<file path="src/rtl/rv32i_pipe_pkg.sv">
// Shared definitions for the RV32I elastic pipeline stages.
// State encoding and control-bit positions used by every stage register.
package rv32i_pipe_pkg;

  typedef logic [1:0] state_t;

  localparam state_t ST_EMPTY = 2'd0;
  localparam state_t ST_BUSY  = 2'd1;
  localparam state_t ST_FULL  = 2'd2;

  localparam int CTRL_REGWRITE = 0;
  localparam int CTRL_MEMTOREG = 1;
  localparam int CTRL_MEMREAD  = 2;
  localparam int CTRL_MEMWRITE = 3;
  localparam int CTRL_BRANCH   = 4;

  function automatic logic [1:0] occ_of(
    input logic mv,
    input logic sv
  );
    return {1'b0, mv} + {1'b0, sv};
  endfunction

endpackage

</file>
<file path="src/rtl/pipe_stage_skid.sv">
// Elastic pipeline-stage register with a 2-entry skid buffer.
// Registered in_ready; flush turns all held entries into bubbles.
module pipe_stage_skid
  import rv32i_pipe_pkg::*;
#(
  parameter int DATA_W = 96,
  parameter int CTRL_W = 5
) (
  input  logic              CLK,
  input  logic              nRESET,
  input  logic              flush,
  input  logic              in_valid,
  output logic              in_ready,
  input  logic [DATA_W-1:0] in_data,
  input  logic [CTRL_W-1:0] in_ctrl,
  output logic              out_valid,
  input  logic              out_ready,
  output logic [DATA_W-1:0] out_data,
  output logic [CTRL_W-1:0] out_ctrl,
  output logic [1:0]        occupancy
);

  state_t state, state_nx;

  logic [DATA_W-1:0] main_data, skid_data;
  logic [CTRL_W-1:0] main_ctrl, skid_ctrl;
  logic main_valid, skid_valid;
  logic in_fire, out_fire;
  logic load_main_in, load_main_skid, load_skid;

  assign main_valid = (state == ST_BUSY) || (state == ST_FULL);
  assign skid_valid = (state == ST_FULL);

  assign in_ready  = !skid_valid;
  assign out_valid = main_valid;
  assign out_data  = main_data;
  assign out_ctrl  = main_ctrl & {CTRL_W{main_valid}};
  assign occupancy = occ_of(main_valid, skid_valid);

  assign in_fire  = in_valid && in_ready;
  assign out_fire = out_valid && out_ready;

  always_comb begin
    state_nx       = state;
    load_main_in   = 1'b0;
    load_main_skid = 1'b0;
    load_skid      = 1'b0;
    if (flush) begin
      state_nx = ST_EMPTY;
    end else begin
      case (state)
        ST_EMPTY: begin
          if (in_fire) begin
            state_nx     = ST_BUSY;
            load_main_in = 1'b1;
          end
        end
        ST_BUSY: begin
          if (in_fire && out_fire) begin
            load_main_in = 1'b1;
          end else if (in_fire) begin
            state_nx  = ST_FULL;
            load_skid = 1'b1;
          end else if (out_fire) begin
            state_nx = ST_EMPTY;
          end
        end
        ST_FULL: begin
          if (out_fire) begin
            state_nx       = ST_BUSY;
            load_main_skid = 1'b1;
          end
        end
        default: state_nx = ST_EMPTY;
      endcase
    end
  end

  always_ff @(posedge CLK or negedge nRESET) begin
    if (!nRESET) state <= ST_EMPTY;
    else         state <= state_nx;
  end

  // Skid entry always drains into main first, keeping FIFO order.
  always_ff @(posedge CLK or negedge nRESET) begin
    if (!nRESET) begin
      main_data <= '0;
      main_ctrl <= '0;
      skid_data <= '0;
      skid_ctrl <= '0;
    end else begin
      if (load_main_in) begin
        main_data <= in_data;
        main_ctrl <= in_ctrl;
      end else if (load_main_skid) begin
        main_data <= skid_data;
        main_ctrl <= skid_ctrl;
      end
      if (load_skid) begin
        skid_data <= in_data;
        skid_ctrl <= in_ctrl;
      end
    end
  end

endmodule

</file>
<file path="config.mk">
export PLATFORM = sky130hd
export DESIGN_NAME = pipe_stage_skid
export DESIGN_NICKNAME = d
export VERILOG_FILES = /design/src/rtl/rv32i_pipe_pkg.sv /design/src/rtl/pipe_stage_skid.sv
export SDC_FILE = /design/constraint.sdc
export NUM_CORES = 1
export LEC_CHECK = 0
export ABC_AREA = 1
export BUFFER_PORTS_ARGS = -buffer_cell sky130_fd_sc_hd__buf_2
export CORE_MARGIN = 4
export CORE_UTILIZATION = 40
export CTS_CLUSTER_DIAMETER = 60
export DETAILED_ROUTE_END_ITERATION = 8
export PLACE_DENSITY = 0.62
export SETUP_SLACK_MARGIN = 0.2
export SYNTH_ARGS = -nofsm -noshare
export SYNTH_HDL_FRONTEND = slang
export SYNTH_SLANG_ARGS = --single-unit
</file>
<file path="constraint.sdc">
create_clock -name CLK -period 1.74 [get_ports CLK]
set_input_delay 0.348 -clock CLK [delete_from_list [all_inputs] [get_ports CLK]]
set_output_delay 0.348 -clock CLK [all_outputs]
set_load 0.05 [all_outputs]
</file>
* After elaboration in Yosys (flattened, before gate mapping)
Index checks and enable logic that the tools add are counted.
** Operators by class
- Add/sub/neg operators :: 1
- Equal/unequal tests :: 6
- Multiplexer cells :: 21
- Bitwise operators :: 1
- Reductions and logical operators :: 8
** Operator list (number)
- 96-bit two-way mux :: 2
- 2-bit two-way mux :: 6
- 5-bit two-way mux :: 2
- 1-bit two-way mux :: 9
- 3-bit != test (second input constant) :: 2
- 2-bit case mux with 3 select lines :: 1
- 5-bit AND :: 1
- 4-bit != test (second input constant) :: 1
- 4-bit AND reduction :: 1
- 1-bit logical AND :: 3
- 3-bit by 2-bit != test with 1-bit output (second input constant) :: 1
- 1-bit by 1-bit adder with 2-bit output :: 1
- 2-bit by 1-bit == test with 1-bit output (second input constant) :: 1
- 2-bit == test (second input constant) :: 1
- 2-bit zero test :: 1
- 1-bit case mux with 2 select lines :: 1
- 2-bit nonzero test :: 1
- 1-bit zero test :: 1
- 1-bit logical OR :: 1
** Word-level totals
- Register bits after elaboration :: 204
- Output and inout bits :: 105

* Logic depth before layout (Yosys ltp)
- Word-level depth :: 8
- Depth in mapped cells :: 12

* Worst setup path after synthesis
OpenSTA, ideal clock, no wires.
- Path type :: register to register
- Start point :: register state[0]
- End point :: register main_data[54] (netlist: out_data[54])
- Setup time :: 0.119 ns
- Data arrival time :: 2.007 ns
- Data required time :: 1.621 ns
- Setup slack :: -0.386 ns
- Cell stages (with the launch flop) :: 12
- Buffers on the path :: 2
- Path through :: dfrtp_1 > inv_1 > ha_1 > nand2_2 > nor2_1 > nand2_2 > nand2_1 > buf_4 > buf_4 > nand2_1 > nand2_1 > nand2_1
** Between the ends
- Longest elaborated chain between the ends :: 8
- Elaborated cells on any way between the ends :: 17
- Those cells by class :: eq/ne: 2; mux: 8; reduce/logical: 7
** Ends and longest elaborated chain
- from (decl) :: RTL line pipe_stage_skid.sv:23 : state_t state, state_nx;
- from (signal assigned) :: RTL line pipe_stage_skid.sv:81 : else state <= state_nx;
- 2-bit by 1-bit == test with 1-bit output or 2-bit == test (tied branches) :: RTL line pipe_stage_skid.sv:31 : assign main_valid = (state == ST_BUSY) || (state == ST_FULL);
- 1-bit logical OR (*) :: RTL line pipe_stage_skid.sv:31
- net out_valid :: RTL line pipe_stage_skid.sv:16 : output logic out_valid,
- 1-bit logical AND (*) :: RTL line pipe_stage_skid.sv:41 : assign out_fire = out_valid && out_ready;
- 1-bit logical AND :: RTL line pipe_stage_skid.sv:59 : if (in_fire && out_fire) begin
- 1-bit two-way mux :: RTL line pipe_stage_skid.sv:59
- 1-bit case mux with 2 select lines :: RTL line pipe_stage_skid.sv:51 : case (state)
- 1-bit two-way mux :: RTL line pipe_stage_skid.sv:48 : if (flush) begin
- 96-bit two-way mux or 2-bit nonzero test (tied branches)
- to (signal assigned) :: RTL line pipe_stage_skid.sv:93 : main_data <= in_data;
- to (signal assigned) :: RTL line pipe_stage_skid.sv:96 : main_data <= skid_data;
- to (decl) :: RTL line pipe_stage_skid.sv:25 : logic [DATA_W-1:0] main_data, skid_data;
The timed path passes the listed nets; every way through them passes the cells marked *.
A chain may end at the register's enable or synchronous reset.

* Worst setup path in the final report
- Start point :: register state[1]
- End point :: register main_data[13] (netlist: out_data[13])
** Between the ends
- Longest elaborated chain between the ends :: 8
- Elaborated cells on any way between the ends :: 17
- Those cells by class :: eq/ne: 2; mux: 8; reduce/logical: 7
** Ends and longest elaborated chain (RTL line)
- 2-bit == test or 2-bit by 1-bit == test with 1-bit output (tied branches) :: pipe_stage_skid.sv:31, pipe_stage_skid.sv:32, pipe_stage_skid.sv:51
- 1-bit zero test or 1-bit logical OR (tied branches) :: pipe_stage_skid.sv:34, pipe_stage_skid.sv:31
- 1-bit logical AND, on equally long branches :: pipe_stage_skid.sv:40, pipe_stage_skid.sv:41
- 1-bit logical AND :: pipe_stage_skid.sv:59
- 1-bit two-way mux :: pipe_stage_skid.sv:59
- 1-bit case mux with 2 select lines :: pipe_stage_skid.sv:51
- 1-bit two-way mux :: pipe_stage_skid.sv:48
- 96-bit two-way mux or 2-bit nonzero test (tied branches)
Parallel ways exist; a longest one is shown, timed or not.

==> key figures <==
Logic synthesis
  – Post-Syn Area: 9930 um2
  – Net count of the mapped netlist: 1387
  – Cell count after synthesis: 1275
  – Flip-flop and latch count after synthesis: 204
  – Share of the synthesized netlist area taken by xor and xnor gates: 0
  – Cells taking the most area after synthesis: sky130_fd_sc_hd__dfrtp_1 (51%), sky130_fd_sc_hd__nand2_1 (16%), sky130_fd_sc_hd__nand3_1 (10%)
  – Share of the synthesized area in the top cell type: 0.514
  – Warnings, synthesis: 0
  – Avg Synthesized Cell Area: 7.79 um2
  – Synthesized-area fraction occupied by adder cells: 0.00756
  – Proportion of synthesized area in mux cells: 0
  – Post-synthesis compound-gate area fraction: 0.0509
  – Simple-gate portion of the synthesized area: 0.332
  – Post-synth cell types: 14
  – Largest area contributor in the netlist: sky130_fd_sc_hd__dfrtp_1
  – Combinational family with the most area after synthesis: simple AND/OR/NAND/NOR gates
  – Fraction of the yosys area taken by sequential cells: 0.514

Global routing
  – Number of antenna violations at the first check in global routing: 3
  – Largest net degree at the start of global routing: 42
  – Vias in the first global route: 10.6k
  – Sum of overflow across all layers after global routing: 0
  – Global-route wire length before repair: 61700 um
  – Total Routing Usage GR: 0.289

Timing
  – Min Tclk post-route: 2030 ps
  – Transition time at the pin with the least slew margin: 428 ps
  – Worst-case headroom to the max-slew limit: 0.715
  – Final Hold Fails: 0
  – Post-route clock period utilization: 1.17
  – Endpoints failing setup: 213
  – Worst Setup Slack, final: -289 ps
  – Max Clk Rate: 0.493 GHz
  – Worst clock skew: 7.73 ps
  – Hold slack final: 77.7 ps
  – Unrepaired setup endpoints after global routing: yes
  – Final Max Tran Viols: 0

Worst setup path
  – Setup crit start kind: register
  – Classification of the worst setup path: reg2reg
  – Arrival time reported for the critical path endpoint: 2430 ps
  – Kind of capture point of the worst setup path: register
  – CP required: 2140 ps
  – Critical Path Fanout Max: 6

Floorplanning
  – Die X-Extent: 166 um
  – Floorplan die height: 166 um
  – Core footprint: 24400 um2
  – Placement row count: 57
  – Total I/O pin count: 211
  – Area enclosed by the die boundary: 27400 um2
  – Initial Util: 0.407

Run status
  – Run status: finished, violations left
  – Violations in the final reports: negative setup slack

Clock tree
  – Clock edge transition at the registers on the reported setup and hold paths: 60 ps
  – TritonCTS clock tree: yes
  – Number of H-tree branching levels: 1
  – Total CTS buffers: 24
  – Number of sinks handled by clock tree synthesis: 204
  – Clock latency on the worst-skew pair: 520 ps
  – CTS root buf: sky130_fd_sc_hd__clkbuf_16
  – Buffer depth of the longest clock path: 3

Min path
  – Class of the worst hold path: in2reg

Finish
  – Register cell area after layout: 5110 um2
  – Core utilization of the finished layout: 0.708
  – Leading cell type in the layout, fill and taps excluded: sky130_fd_sc_hd__nand2_1
  – Layout cell share with drive strength beyond 1: 0.424
  – Nets@finish: 1719
  – Commonest cells after routing, fill and taps aside: sky130_fd_sc_hd__nand2_1 (330), sky130_fd_sc_hd__dfrtp_1 (203), sky130_fd_sc_hd__buf_2 (170), sky130_fd_sc_hd__nand3_1 (154), sky130_fd_sc_hd__inv_1 (106)
  – Fillers: 1742
  – Area used by multi-input combinational logic: 5160 um2
  – Layout overhead on the synthesized area: 73.8%

Placement
  – Setup Slack @ Placement: -92.6 ps
  – Count of buffers from port buffering: 210
  – HPWL after detailed placement: 18600 um
  – Gpl congestion: 0.789

Power
  – Leakage Power: 8.83 nW
  – Net switching power: 0.0139 W
  – Maximum vdd drop: 0.00128 V
  – Net switching share of the total power: 0.460
  – Power density over the cells: 1750 nW/um2
  – Sequential group share of total power: 0.299
  – Int Power: 0.0163 W
  – Combinational Power Share: 0.532
  – Clk pwr share: 0.169

Route
  – Vias after detailed routing: 11.1k
  – Via density: 5.67
  – Detailed-route wire length per cell: 22.2 um
  – Post-Route WL: 43200 um
  – Final antenna-violating net count: 0
  – Count of TritonRoute iterations in the first routing pass: 5
  – DRC violation count after routing: 0
  – Initial detailed-routing violation count: 1148

Flow run
  – Number of max-cap violations: 0
layer usage:
metal	routed length, um	track usage
met1	16500	0.378
met2	21400	0.484
met3	3670	0.0534
met4	1670	0.103
met5	7	0
power by group through the flow:
stage / sequential [W] / combinational [W] / clock [W]
2_1_floorplan: 0.0122 / 0.00433 / 0
3_3_place_gp: 0.00836 / 0.0113 / 0
3_5_place_dp: 0.00841 / 0.0114 / 0
4_1_cts: 0.00844 / 0.0142 / 0.00515
5_1_grt: 0.00920 / 0.0169 / 0.00535
6_report: 0.00901 / 0.0160 / 0.00511
worst max-delay path, stage by stage (launching register included):
cell and delay (ps):
sky130_fd_sc_hd__dfrtp_2 420, sky130_fd_sc_hd__buf_6 130, sky130_fd_sc_hd__ha_4 160, sky130_fd_sc_hd__clkinvlp_4 80
sky130_fd_sc_hd__buf_6 110, sky130_fd_sc_hd__nor2_4 40, sky130_fd_sc_hd__buf_12 120, sky130_fd_sc_hd__buf_12 130
sky130_fd_sc_hd__buf_12 150, sky130_fd_sc_hd__buf_12 130, sky130_fd_sc_hd__buf_16 140, sky130_fd_sc_hd__nand3_4 60
sky130_fd_sc_hd__nand3_2 60, sky130_fd_sc_hd__nand2_1 90, sky130_fd_sc_hd__nand2_1 70
area by class of cell:
type,instances,share of cell area
antenna,3,0.000435
clock buffer,35,0.0401
clock inverter,6,0.00551
inverter,115,0.0262
multi-input combinational,847,0.299
sequential,204,0.296
tap,324,0.0235
timing repair buffer,415,0.310
final timing paths:
kind,end,slack [ps],startpoint,cells past startpoint
max in group asynchronous,out_data[28],770,nRESET,3
worst min-delay path,skid_data[90],80,in_data[90],3
worst max-delay path,out_data[13],-290,state[1],14
worst max register to register,out_data[13],-290,state[1],14
min in group asynchronous,skid_data[54],360,nRESET,2
worst min register to register,skid_data[61],490,skid_data[61],2
registers in the layout, summed over array words and instances (netlist names):
signal / flops
state: 2
out_data: 96
skid_data: 96
skid_ctrl: 5
main_ctrl: 5
through the flow:
stage	instance area (um2)	power [W]	cells	TNS, ps
after floorplan	10200	0.0166	1275	-10420
after global placement	11900	0.0196	1762	-742
after detailed placement	11900	0.0198	1762	-4600
after CTS	15900	0.0278	1923	-38430
after global routing	17300	0.0315	1948	-60460
final	17300	0.0302	1949	-43610
cell usage after synthesis:
master	number
sky130_fd_sc_hd__buf_4	10
sky130_fd_sc_hd__o21ai_0	101
sky130_fd_sc_hd__nand2_1	421
sky130_fd_sc_hd__buf_1	17
sky130_fd_sc_hd__nor3_1	1
sky130_fd_sc_hd__nand3_1	205
sky130_fd_sc_hd__buf_2	54
sky130_fd_sc_hd__nand4_1	104
sky130_fd_sc_hd__ha_1	6
sky130_fd_sc_hd__inv_1	115
sky130_fd_sc_hd__dfrtp_1	204
sky130_fd_sc_hd__clkbuf_1	29
sky130_fd_sc_hd__nor2_1	6
sky130_fd_sc_hd__nand2_2	2
cells by family after synthesis:
| kind of cell | Yosys count |
|---|---|
| adder cells (fa/ha/maj) | 6 |
| buffers and inverters | 225 |
| flip-flops | 204 |
| AO/OA/AOI/OAI | 101 |
| AND/OR/NAND/NOR | 739 |
timing repair:
| action | 4_1_cts | 5_1_grt |
|---|---|---|
| buffers inserted | 54 | 12 |
| endpoints found under the setup margin | 218 | 238 |
| cloned | 65 | 11 |
| pin swaps | 92 | 34 |
| gates resized for setup | 308 | 259 |
| hold buffers | 1 | 0 |
| hold endpoints to repair | 34 | 0 |
Power figures use the tool's default switching activity.
